--- config.mk ---
export PLATFORM = sky130hd
export DESIGN_NAME = wb_trace_fifo
export DESIGN_NICKNAME = d
export VERILOG_FILES = /design/src/rtl/wb_trace_fifo.sv
export SDC_FILE = /design/constraint.sdc
export NUM_CORES = 1
export LEC_CHECK = 0
export CAP_MARGIN = 20
export CORE_ASPECT_RATIO = 1.25
export CORE_MARGIN = 4
export CORE_UTILIZATION = 55
export CTS_CLUSTER_SIZE = 30
export DETAILED_ROUTE_END_ITERATION = 7
export GPL_ROUTABILITY_DRIVEN = 0
export MAX_ROUTING_LAYER = met4
export PLACE_DENSITY = 0.77
export SLEW_MARGIN = 25
export SYNTH_ARGS = -nofsm -noshare
export SYNTH_HDL_FRONTEND = slang
export SYNTH_SLANG_ARGS = --single-unit
--- constraint.sdc ---
create_clock -name clk -period 13.78 [get_ports clk]
set_input_delay 3.445 -clock clk [delete_from_list [all_inputs] [get_ports clk]]
set_output_delay 3.445 -clock clk [all_outputs]
set_load 0.005 [all_outputs]
--- src/rtl/wb_trace_fifo.sv ---
`default_nettype none
// wb_trace_fifo: first-word-fall-through buffer of retired WB register writes, with sequence tags and drop accounting.
// Revision 1.0
module wb_trace_fifo #(
  parameter int DEPTH  = 16,
  parameter int SEQ_W  = 16,
  parameter int DROP_W = 16
) (
  input  logic                       clk,
  input  logic                       reset,
  input  logic                       trace_en,
  input  logic                       clr_ovf,
  input  logic [31:0]                debug_wb_pc,
  input  logic                       debug_wb_rf_wen,
  input  logic [4:0]                 debug_wb_rf_addr,
  input  logic [31:0]                debug_wb_rf_wdata,
  output logic                       trace_valid,
  input  logic                       trace_ready,
  output logic [31:0]                trace_pc,
  output logic [4:0]                 trace_addr,
  output logic [31:0]                trace_wdata,
  output logic [SEQ_W-1:0]           trace_seq,
  output logic [$clog2(DEPTH):0]     fifo_count,
  output logic                       ovf_sticky,
  output logic [DROP_W-1:0]          drop_cnt
);

  localparam int AW = $clog2(DEPTH);
  localparam int CW = AW + 1;
  localparam logic [CW-1:0] DEPTH_C = CW'(DEPTH);

  logic [31:0]      pc_mem   [DEPTH];
  logic [4:0]       addr_mem [DEPTH];
  logic [31:0]      data_mem [DEPTH];
  logic [SEQ_W-1:0] seq_mem  [DEPTH];

  logic [AW-1:0]    wr_ptr;
  logic [AW-1:0]    rd_ptr;
  logic [CW-1:0]    count;
  logic [SEQ_W-1:0] seq;

  logic cap;
  logic pop;
  logic push;
  logic drop;

  assign cap         = trace_en & debug_wb_rf_wen & (debug_wb_rf_addr != 5'd0);
  assign trace_valid = (count != '0);
  assign pop         = trace_valid & trace_ready;
  // A full FIFO still accepts a commit when the head leaves in the same cycle.
  assign push        = cap & ((count < DEPTH_C) | pop);
  assign drop        = cap & ~push;

  always_ff @(posedge clk) begin
    if (reset) begin
      wr_ptr     <= '0;
      rd_ptr     <= '0;
      count      <= '0;
      seq        <= '0;
      ovf_sticky <= 1'b0;
      drop_cnt   <= '0;
    end else begin
      if (push) wr_ptr <= wr_ptr + 1'b1;
      if (pop)  rd_ptr <= rd_ptr + 1'b1;
      case ({push, pop})
        2'b10:   count <= count + 1'b1;
        2'b01:   count <= count - 1'b1;
        default: count <= count;
      endcase
      // Dropped commits still consume a sequence number so consumers can spot gaps.
      if (cap) seq <= seq + 1'b1;
      if (clr_ovf) begin
        ovf_sticky <= 1'b0;
        drop_cnt   <= '0;
      end else if (drop) begin
        ovf_sticky <= 1'b1;
        if (drop_cnt != {DROP_W{1'b1}}) drop_cnt <= drop_cnt + 1'b1;
      end
    end
  end

  always_ff @(posedge clk) begin
    if (!reset && push) begin
      pc_mem[wr_ptr]   <= debug_wb_pc;
      addr_mem[wr_ptr] <= debug_wb_rf_addr;
      data_mem[wr_ptr] <= debug_wb_rf_wdata;
      seq_mem[wr_ptr]  <= seq;
    end
  end

  assign fifo_count  = count;
  assign trace_pc    = trace_valid ? pc_mem[rd_ptr]   : '0;
  assign trace_addr  = trace_valid ? addr_mem[rd_ptr] : '0;
  assign trace_wdata = trace_valid ? data_mem[rd_ptr] : '0;
  assign trace_seq   = trace_valid ? seq_mem[rd_ptr]  : '0;

endmodule
`default_nettype wire

==> results of run 1 <==
metrics by stage:
step,setup WS [ns],cell area [um^2]
3_3_place_gp,5.71,57400
5_1_grt,4.85,61700
6_report,5.36,61700
3_5_place_dp,5.52,57400
2_1_floorplan,0.987,54000
4_1_cts,5.27,61600
layout make-up:
type | instances | area, um^2
clock inverter | 69 | 754
timing repair buffer | 235 | 2330
tap | 1300 | 1630
sequential | 1410 | 41900
clock buffer | 165 | 3460
multi-input combinational | 834 | 11600
inverter | 7 | 26.3
fill | 6168 | 35800
antenna | 5 | 12.5
worst max path at each step:
stage                              from        endpoint  slack (ns)
CTS                                flop    trace_pc[14]        5.27
global route                       flop    trace_pc[14]        4.85
global placement    debug_wb_rf_addr[4]  addr_mem[9][2]        5.71
finish                             flop    trace_pc[14]        5.36
floorplan                      trace_en  addr_mem[0][0]        0.99
detailed placement  debug_wb_rf_addr[4]  addr_mem[9][2]        5.52
critical path: stages, from the launching register on:
cell,delay [ns]
sky130_fd_sc_hd__dfxtp_4,0.94
sky130_fd_sc_hd__buf_12,0.41
sky130_fd_sc_hd__buf_16,0.40
sky130_fd_sc_hd__buf_4,0.79
sky130_fd_sc_hd__mux4_2,0.64
sky130_fd_sc_hd__mux2i_1,0.16
sky130_fd_sc_hd__o22ai_1,0.17
sky130_fd_sc_hd__clkdlybuf4s50_1,0.54
cells in the final DEF, fill, tap and decap left out, types with 9 or more instances in the layout:
cell and instances:
sky130_fd_sc_hd__a21oi_1 19, sky130_fd_sc_hd__buf_4 43, sky130_fd_sc_hd__bufinv_16 13, sky130_fd_sc_hd__clkbuf_1 31
sky130_fd_sc_hd__clkbuf_16 133, sky130_fd_sc_hd__clkdlybuf4s50_1 182, sky130_fd_sc_hd__clkinv_1 21, sky130_fd_sc_hd__clkinv_2 15
sky130_fd_sc_hd__dfxtp_1 47, sky130_fd_sc_hd__edfxtp_1 1360, sky130_fd_sc_hd__ha_1 11, sky130_fd_sc_hd__mux2i_1 178
sky130_fd_sc_hd__mux4_2 340, sky130_fd_sc_hd__nand2_1 15, sky130_fd_sc_hd__nand3_1 13, sky130_fd_sc_hd__nand4_1 12
sky130_fd_sc_hd__nor2_1 23, sky130_fd_sc_hd__nor2_4 12, sky130_fd_sc_hd__o22ai_1 85, sky130_fd_sc_hd__o31ai_1 15
sky130_fd_sc_hd__or3_1 10, sky130_fd_sc_hd__or4_1 17, sky130_fd_sc_hd__xor2_1 9
routing by layer:
metal | part of all wire (%) | routed length (um) | vias up | track usage, %
li1 | - | - | 10633 | -
met1 | 37 | 45000 | 13660 | 30.9
met2 | 53 | 63900 | 1186 | 40.9
met3 | 7.0 | 8470 | 205 | 4.18
met4 | 2.5 | 3010 | 0 | 7.58
met5 | 0 | 0 | - | -
power by group through the flow:
| stage | Clock [mW] | Sequential, mW | Combinational, mW |
|---|---|---|---|
| 6_report | 3.58 | 4.77 | 2.09 |
| 5_1_grt | 3.82 | 4.78 | 2.24 |
| 4_1_cts | 3.62 | 4.78 | 2.11 |
| 3_5_place_dp | 0 | 4.87 | 2.09 |
| 3_3_place_gp | 0 | 4.87 | 2.07 |
| 2_1_floorplan | 0 | 4.82 | 1.28 |
logic make-up after synthesis:
kind of cell	count (synthesis)	synth area share [%]
buffers and inverters	140	1.24
adders and majority gates	12	0.292
xor gates and xnor gates	11	0.178
AOI/OAI and AO/OA	152	1.89
and+or+nand+nor	140	1.46
muxes	519	17.5
DFF	1410	77.5
sequential cells by signal, summed over array words and instances (netlist names), named ones only:
name and flops:
seq 16, ovf_sticky 1, addr_mem 80, rd_ptr 4, pc_mem 512, fifo_count 5
drop_cnt 16, wr_ptr 4, data_mem 512, seq_mem 256
==> impl_metrics.toml, run 1 <==
[outcome]
outcome = "finished clean"

[yosys]
synthCells = 2384
yosys.area.top_type_share_pct = 75.6
post_synth_instance_area_um2 = 54000
ys_seq_elements = 1410
post_synth_main_area_contributors = "sky130_fd_sc_hd__edfxtp_1, sky130_fd_sc_hd__mux4_2, sky130_fd_sc_hd__mux2i_1, sky130_fd_sc_hd__dfxtp_1, sky130_fd_sc_hd__o22ai_1"
synth.largest_area_cell = "sky130_fd_sc_hd__edfxtp_1"
synthDistinctLibCells = 55
synthesized_net_count = 2471
yosysWarningCount = 0
synth_flop_cell = "sky130_fd_sc_hd__edfxtp_1"
proportion_of_synthesized_flip_flops_having_asynchronous_set_or_reset_pct = 0
synth.avg_cell_area_um2 = 22.7
yosys.cell_count.top_type = "sky130_fd_sc_hd__edfxtp_1"
post_synth_edffs = 1360
synth_seq_area_share_pct = 77.5
yosys-top-cells-count = "sky130_fd_sc_hd__edfxtp_1, sky130_fd_sc_hd__mux4_2, sky130_fd_sc_hd__mux2i_1"

[sta]
timing.clock.skew_ns = 0.0274
finalWorstPathRequiredPeriod_ns = 8.42
hold_viol_final = 0
worst_slew_pin_slew_ns = 1.06
min_period_over_period_pct = 61.1
setup_tns_ns = 0
drv_slew = 0
whs_ns = 0.514
timing.slew.headroom_pct = 29.3
setup_viol_count_final = 0
grt_setup_unrepaired = "no"
max_freq_mhz = 119

[route]
drtPass1Iterations = 5
routedWlPerCell_um = 29.9
dr.first_iter.drc_count = 3126
total_wire_length_after_detailed_routing_um = 120000
detail-route-antenna-nets = 0
routed_via_density = 6.38
drc_errors = 0
via_count = 25684

[die]
initial_core_util_pct = 55.4
row_count = 128
floorplan.die.height_um = 358
coreArea_um2 = 97500
floorplan.die.width_um = 288
die_area_um2 = 103000
ios = 183

[setup_path]
endpoint_kind = "output pin"
setup.reg_to_reg.worst_slack_ns = 10.00
reg2reg_depth = 6
setup.worst_path.class = "reg -> out"
cp.arrival_ns = 4.97
start_kind = "flop"
crit_path_max_fanout = 63
critical_path_required_ns = 10.34
rr_startpoint = "fifo_count[4]"
worstReg2RegEnd = "addr_mem[9][2]"

[clock_tree]
clk_root_buffer_cell = "sky130_fd_sc_hd__clkbuf_16"
clock_sink_count = 1410
postCtsSetupBuffers = 0
max-clock-path-buffers = 3
worstSkewPairLatency_ns = 0.73
count_of_h_tree_levels_built_during_cts = 4
cts.clk_slew.worst_paths_ns = 0.06
cts_tree = "done"
number_of_gates_resized_after_cts = 0
clock_buffers_created_by_tritoncts = 130
holdBufCountCts = 0

[min_path]
hold_depth = 2
hold-path-endpoint = "ovf_sticky"
min-delay-path-class = "reg -> reg"
hold_path_startpoint = "ovf_sticky"

[final_layout]
post-route-util_pct = 63.3
final_cells = 4025
layout-area-overhead-vs-synth_pct = 14.2
post_route_cells_drive_above_1_share_pct = 22.6
final_nets = 2705

[power_and_ir_drop]
cellInternalPower_mw = 7.83
total_power_consumption_mw = 10.4
netSwitchingPower_mw = 2.61
total_leakage_power_nw = 18.2
power_per_cell_area_nw_per_um2 = 169
sw_frac_of_total_pct = 25.0
p_clk_share_pct = 34.3
share_comb_of_total_power_pct = 20.0
seq_power_share_pct = 45.7
worst_ir_drop_vdd_mv = 0.188

[global_route]
first_pass_grt_wire_length_um = 179000
largest_net_degree_at_the_start_of_global_routing = 135
grt_antenna_before_repair = 6
grtUsageTotal_pct = 24.4
number_of_global_route_vias_before_repair = 27175
grt_remaining_overflow = 0

[placement]
numPlacedInstances = 3784
io_buffer_count = 182
place_hpwl_um = 60500

[job]
max-cap-violations = 0
(Power assumes the default switching activity.)
==> inputs of run 2 (changes only) <==
--- a/config.mk
+++ b/config.mk
@@ -13,7 +13,7 @@
 export DETAILED_ROUTE_END_ITERATION = 7
 export GPL_ROUTABILITY_DRIVEN = 0
 export MAX_ROUTING_LAYER = met4
-export PLACE_DENSITY = 0.77
+export PLACE_DENSITY = 0.8
 export SLEW_MARGIN = 25
 export SYNTH_ARGS = -nofsm -noshare
 export SYNTH_HDL_FRONTEND = slang
==> constraint.sdc (replaced) <==
create_clock -name clk -period 6.92 [get_ports clk]
set_input_delay 1.73 -clock clk [delete_from_list [all_inputs] [get_ports clk]]
set_output_delay 1.73 -clock clk [all_outputs]
set_load 0.005 [all_outputs]
==> impl_metrics.toml, run 2 (synthesized netlist as in run 1, its figures left out) <==
[global_route]
grtUsageTotal_pct = 25.3
number_of_global_route_vias_before_repair = 27719
grt_remaining_overflow = 0
first_pass_grt_wire_length_um = 185000
largest_net_degree_at_the_start_of_global_routing = 111
grt_antenna_before_repair = 11

[clock_tree]
clock_sink_count = 1410
clk_root_buffer_cell = "sky130_fd_sc_hd__clkbuf_16"
worstSkewPairLatency_ns = 0.74
cts_tree = "done"
count_of_h_tree_levels_built_during_cts = 4
cts.clk_slew.worst_paths_ns = 0.07
number_of_gates_resized_after_cts = 0
holdBufCountCts = 0
postCtsSetupBuffers = 0
max-clock-path-buffers = 3
clock_buffers_created_by_tritoncts = 130

[route]
met3WireLength_um = 9540
routed_via_density = 6.51
met1Wirelength_um = 45200
dr.first_iter.drc_count = 3200
drc_errors = 0
via_count = 26239
maxUsedRoutingLayer = "met4"
total_wire_length_after_detailed_routing_um = 124000
drtPass1Iterations = 5
detail-route-antenna-nets = 0
detailroute.wirelength.met2_um = 65000
routedWlPerCell_um = 30.8

[min_path]
min-delay-path-class = "reg -> reg"

[job]
max-cap-violations = 0

[setup_path]
rr_startpoint = "fifo_count[1]"
start_kind = "flop"
setup.worst_path.class = "reg -> out"
reg2reg_depth = 9
setup.reg_to_reg.worst_slack_ns = 3.62
crit_path_max_fanout = 45
endpoint_kind = "output pin"
cp.arrival_ns = 3.99
critical_path_required_ns = 5.19
worstReg2RegEnd = "fifo_count[4]"
critical_path.endpoint = "trace_wdata[25]"
setup.worst_path.start = "fifo_count[1]"

[final_layout]
top_regs = "data_mem: 512 flops, pc_mem: 512 flops, seq_mem: 256 flops"
most_frequent_cells_in_the_layout = "sky130_fd_sc_hd__edfxtp_1, sky130_fd_sc_hd__mux4_2, sky130_fd_sc_hd__clkdlybuf4s50_1"
layout_commonest_cell = "sky130_fd_sc_hd__edfxtp_1"
stdcell_area_um2 = 61900
post_route_cells_drive_above_1_share_pct = 22.8
layout-area-overhead-vs-synth_pct = 14.6
final_cells = 4030
final_nets = 2715

[die]
die_area_um2 = 103000
floorplan.die.width_um = 288
coreArea_um2 = 97500
row_count = 128
floorplan.die.height_um = 358
initial_core_util_pct = 55.4
ios = 183

[sta]
min_period_over_period_pct = 82.7
worst_slew_pin_slew_ns = 1.08
setup_viol_count_final = 0
timing.clock.skew_ns = 0.0353
finalWorstPathRequiredPeriod_ns = 5.72
max_freq_mhz = 175
grt_setup_unrepaired = "no"
drv_slew = 0
timing.slew.headroom_pct = 27.9
hold_viol_final = 0

[placement]
io_buffer_count = 182
placed_cell_area_um2 = 57700
place_hpwl_um = 64700
numPlacedInstances = 3794

[power_and_ir_drop]
power_per_cell_area_nw_per_um2 = 335
total_leakage_power_nw = 18.3
worst_ir_drop_vdd_mv = 0.307

[outcome]
outcome = "finished clean"
[run 2: cell types whose count changed in the layout (fill, tap and decap cells not counted), moves of 2 or more]
cell | before | now
sky130_fd_sc_hd__nor4_4 | 0 | 4
sky130_fd_sc_hd__bufinv_16 | 13 | 11
sky130_fd_sc_hd__clkbuf_1 | 31 | 25
sky130_fd_sc_hd__clkinv_4 | 0 | 4
sky130_fd_sc_hd__nor4_2 | 5 | 1
sky130_fd_sc_hd__buf_12 | 3 | 15
sky130_fd_sc_hd__clkinvlp_4 | 7 | 2
sky130_fd_sc_hd__diode_2 | 5 | 11
[run 2: power breakdown]
group | switching (mW) | total, mW | internal [mW]
clock network | 3.03 | 7.01 | 3.98
logic | 2.08 | 4.28 | 2.20
registers | 0.0787 | 9.47 | 9.39
total | 5.18 | 20.8 | 15.6
[run 2: layout make-up]
cell class	instances	area, um^2
Antenna cell	11	27.5
Clock buffer	160	3460
Clock inverter	63	677
Fill cell	6061	35600
Inverter	7	26.3
Multi-Input combinational cell	834	11700
Sequential cell	1410	41900
Tap cell	1300	1630
Timing Repair Buffer	245	2530
[run 2: how the worst min path moves through the flow]
| stage | depth (start not counted) | slack, ns | from | to |
|---|---|---|---|---|
| detailed placement | 2 | 0.48 | ovf_sticky | ovf_sticky |
| floorplan | 2 | 0.46 | rd_ptr[1] | flop |
| CTS | 2 | 0.49 | ovf_sticky | ovf_sticky |
| global placement | 2 | 0.47 | ovf_sticky | ovf_sticky |
| global route | 2 | 0.52 | ovf_sticky | ovf_sticky |
| finish | 2 | 0.48 | ovf_sticky | ovf_sticky |
[run 2: routing by layer]
layer | up-vias | global-route usage (%)
li1 | 10663 | -
met1 | 13874 | 31.6
met2 | 1437 | 41.3
met3 | 265 | 4.71
met4 | 0 | 10.4
met5 | - | -
[run 2: worst max-delay path: stages (launching register included)]
cell and delay (ns):
sky130_fd_sc_hd__dfxtp_1 0.38, sky130_fd_sc_hd__or4_4 0.58, sky130_fd_sc_hd__or2_4 0.29, sky130_fd_sc_hd__nand2_4 0.69, sky130_fd_sc_hd__buf_4 0.51, sky130_fd_sc_hd__o22ai_1 0.16, sky130_fd_sc_hd__clkdlybuf4s50_1 0.60
[run 2: per-stage QoR]
step / hold WS (ns) / power, mW / setup WS [ns] / utilization (%) / setup TNS (ns)
2_1_floorplan: 0.463 / 12.2 / -0.638 / - / -216.94
3_3_place_gp: 0.467 / 13.8 / 1.49 / 59.1 / 0
3_5_place_dp: 0.477 / 13.9 / 1.37 / 59.1 / 0
4_1_cts: 0.494 / 20.9 / 1.20 / 63.4 / 0
5_1_grt: 0.523 / 21.5 / 1.16 / 63.4 / 0
6_report: 0.484 / 20.8 / 1.20 / 63.5 / 0
==> inputs of run 3 (changes only) <==
--- a/config.mk
+++ b/config.mk
@@ -13,7 +13,7 @@
 export DETAILED_ROUTE_END_ITERATION = 7
 export GPL_ROUTABILITY_DRIVEN = 0
 export MAX_ROUTING_LAYER = met4
-export PLACE_DENSITY = 0.8
+export PLACE_DENSITY = 0.77
 export SLEW_MARGIN = 25
 export SYNTH_ARGS = -nofsm -noshare
 export SYNTH_HDL_FRONTEND = slang
==> constraint.sdc (replaced) <==
create_clock -name clk -period 5.3 [get_ports clk]
set_input_delay 1.325 -clock clk [delete_from_list [all_inputs] [get_ports clk]]
set_output_delay 1.325 -clock clk [all_outputs]
set_load 0.005 [all_outputs]
==> impl_metrics.toml, run 3 (synthesized netlist as in run 1, its figures left out) <==
[outcome]
outcome = "finished clean"

[setup_path]
cp.depth = 6
start_kind = "flop"
setup.worst_path.start = "fifo_count[1]"
crit_family = "simple AND/OR/NAND/NOR gates"
critical_path_buf_inv_count = 2
setup.reg_to_reg.worst_slack_ns = 2.07
reg2reg_depth = 9
max_stage_delay_ns = 0.58
worstReg2RegEnd = "fifo_count[4]"
rr_startpoint = "fifo_count[1]"
path_cells = "or4_4, or2_4, nand2b_4, buf_4, o22ai_1, clkdlybuf4s50_1"
crit_path_max_fanout = 27
cp.arrival_ns = 3.60
critical_path.endpoint = "trace_wdata[15]"
critical_path_required_ns = 3.97
slowest_stage = "sky130_fd_sc_hd__or4_4"
setup.worst_path.class = "reg -> out"
endpoint_kind = "output pin"

[power_and_ir_drop]
share_comb_of_total_power_pct = 20.6
power_per_cell_area_nw_per_um2 = 437
total_leakage_power_nw = 18.5
worst_ir_drop_vdd_mv = 0.356
seq_power_share_pct = 45.4
netSwitchingPower_mw = 6.88
p_clk_share_pct = 34.0
sw_frac_of_total_pct = 25.3
cellInternalPower_mw = 20.4

[sta]
setup_viol_count_final = 0
drv_slew = 0
worst_slew_pin_slew_ns = 0.921
finalWorstPathRequiredPeriod_ns = 4.93
final_critical_path_setup_slack_ns = 0.370
whs_ns = 0.493
grt_setup_unrepaired = "no"
timing.clock.skew_ns = 0.0335
setup_tns_ns = 0
hold_viol_final = 0
timing.slew.headroom_pct = 38.6
max_freq_mhz = 203
min_period_over_period_pct = 93.0

[final_layout]
top_regs = "data_mem: 512 flops, pc_mem: 512 flops, seq_mem: 256 flops"
stdcell_area_um2 = 62400
post_route_cells_drive_above_1_share_pct = 23.6
layout_commonest_cell = "sky130_fd_sc_hd__edfxtp_1"
post-route-util_pct = 63.9
final_nets = 2732
ff_latch_area_um2 = 41900
layout-area-overhead-vs-synth_pct = 15.4
multiInputGateArea_um2 = 11700
fillerInstances = 6120
most_frequent_cells_in_the_layout = "sky130_fd_sc_hd__edfxtp_1, sky130_fd_sc_hd__mux4_2, sky130_fd_sc_hd__clkdlybuf4s50_1"

[route]
drc_errors = 0
routedWlPerCell_um = 29.6
drtPass1Iterations = 5
dr.first_iter.drc_count = 2865
routed_via_density = 6.37
via_count = 25850
total_wire_length_after_detailed_routing_um = 120000
detail-route-antenna-nets = 0

[die]
floorplan.die.width_um = 288
die_area_um2 = 103000
ios = 183
row_count = 128
initial_core_util_pct = 55.4
coreArea_um2 = 97500
floorplan.die.height_um = 358

[clock_tree]
clock_sink_count = 1410
max-clock-path-buffers = 3
worstSkewPairLatency_ns = 0.72
cts.clk_slew.worst_paths_ns = 0.07
clk_root_buffer_cell = "sky130_fd_sc_hd__clkbuf_16"
clock_buffers_created_by_tritoncts = 132
holdBufCountCts = 0
cts_tree = "done"
number_of_gates_resized_after_cts = 0
count_of_h_tree_levels_built_during_cts = 4
postCtsSetupBuffers = 0

[global_route]
number_of_global_route_vias_before_repair = 27282
grt_remaining_overflow = 0
largest_net_degree_at_the_start_of_global_routing = 84
first_pass_grt_wire_length_um = 179000
grt_antenna_before_repair = 9
grtUsageTotal_pct = 24.4

[min_path]
min-delay-path-class = "reg -> reg"

[job]
max-cap-violations = 0

[placement]
io_buffer_count = 182
placed_cell_area_um2 = 58100
preCtsSetupSlack_ns = 0.686
place_hpwl_um = 61800
## run 3: worst min-delay path by stage
stage,start,to,slack [ns],depth (start not counted)
after detailed placement,ovf_sticky,ovf_sticky,0.47,2
after CTS,ovf_sticky,ovf_sticky,0.49,2
after floorplan,rd_ptr[1],flop,0.46,2
final,ovf_sticky,ovf_sticky,0.49,2
after global placement,ovf_sticky,ovf_sticky,0.47,2
after global routing,drop_cnt[1],drop_cnt[1],0.53,2
## run 3: stage by stage
step	cells	power [mW]
2_1_floorplan	2384	15.9
3_5_place_dp	3811	18.3
5_1_grt	4056	28.3
3_3_place_gp	3811	18.2
4_1_cts	4048	27.5
6_report	4056	27.3
## run 3: power by group through the flow
stage | combinational [mW] | clock [mW] | sequential (mW)
2_1_floorplan | 3.33 | 0 | 12.5
3_3_place_gp | 5.58 | 0 | 12.6
3_5_place_dp | 5.65 | 0 | 12.6
4_1_cts | 5.72 | 9.42 | 12.4
5_1_grt | 6.00 | 9.92 | 12.4
6_report | 5.60 | 9.27 | 12.4
## run 3: metal layers
| layer | vias up | wire length, um | track usage (%) |
|---|---|---|---|
| li1 | 10701 | - | - |
| met1 | 13645 | 43800 | 31.0 |
| met2 | 1288 | 63500 | 40.4 |
| met3 | 216 | 9180 | 4.51 |
| met4 | 0 | 3490 | 7.94 |
| met5 | - | 0 | - |
## run 3: worst reg2reg max path, cell delays in order, from the launching register on
cell and delay (ns):
sky130_fd_sc_hd__dfxtp_1 0.37, sky130_fd_sc_hd__or4_4 0.58, sky130_fd_sc_hd__o21ai_0 0.40, sky130_fd_sc_hd__inv_1 0.09, sky130_fd_sc_hd__ha_1 0.30, sky130_fd_sc_hd__fa_1 0.44, sky130_fd_sc_hd__a21o_1 0.20, sky130_fd_sc_hd__a21oi_1 0.19
sky130_fd_sc_hd__mux2i_1 0.22, sky130_fd_sc_hd__mux2_2 0.34
## run 3: area by class of cell
cell class | instances | share of cell area [%]
tap | 1300 | 2.61
inverter | 7 | 0.0421
multi-input combinational | 834 | 18.7
timing repair buffer | 260 | 4.66
clock inverter | 76 | 1.25
sequential | 1410 | 67.1
antenna | 8 | 0.0321
clock buffer | 161 | 5.54
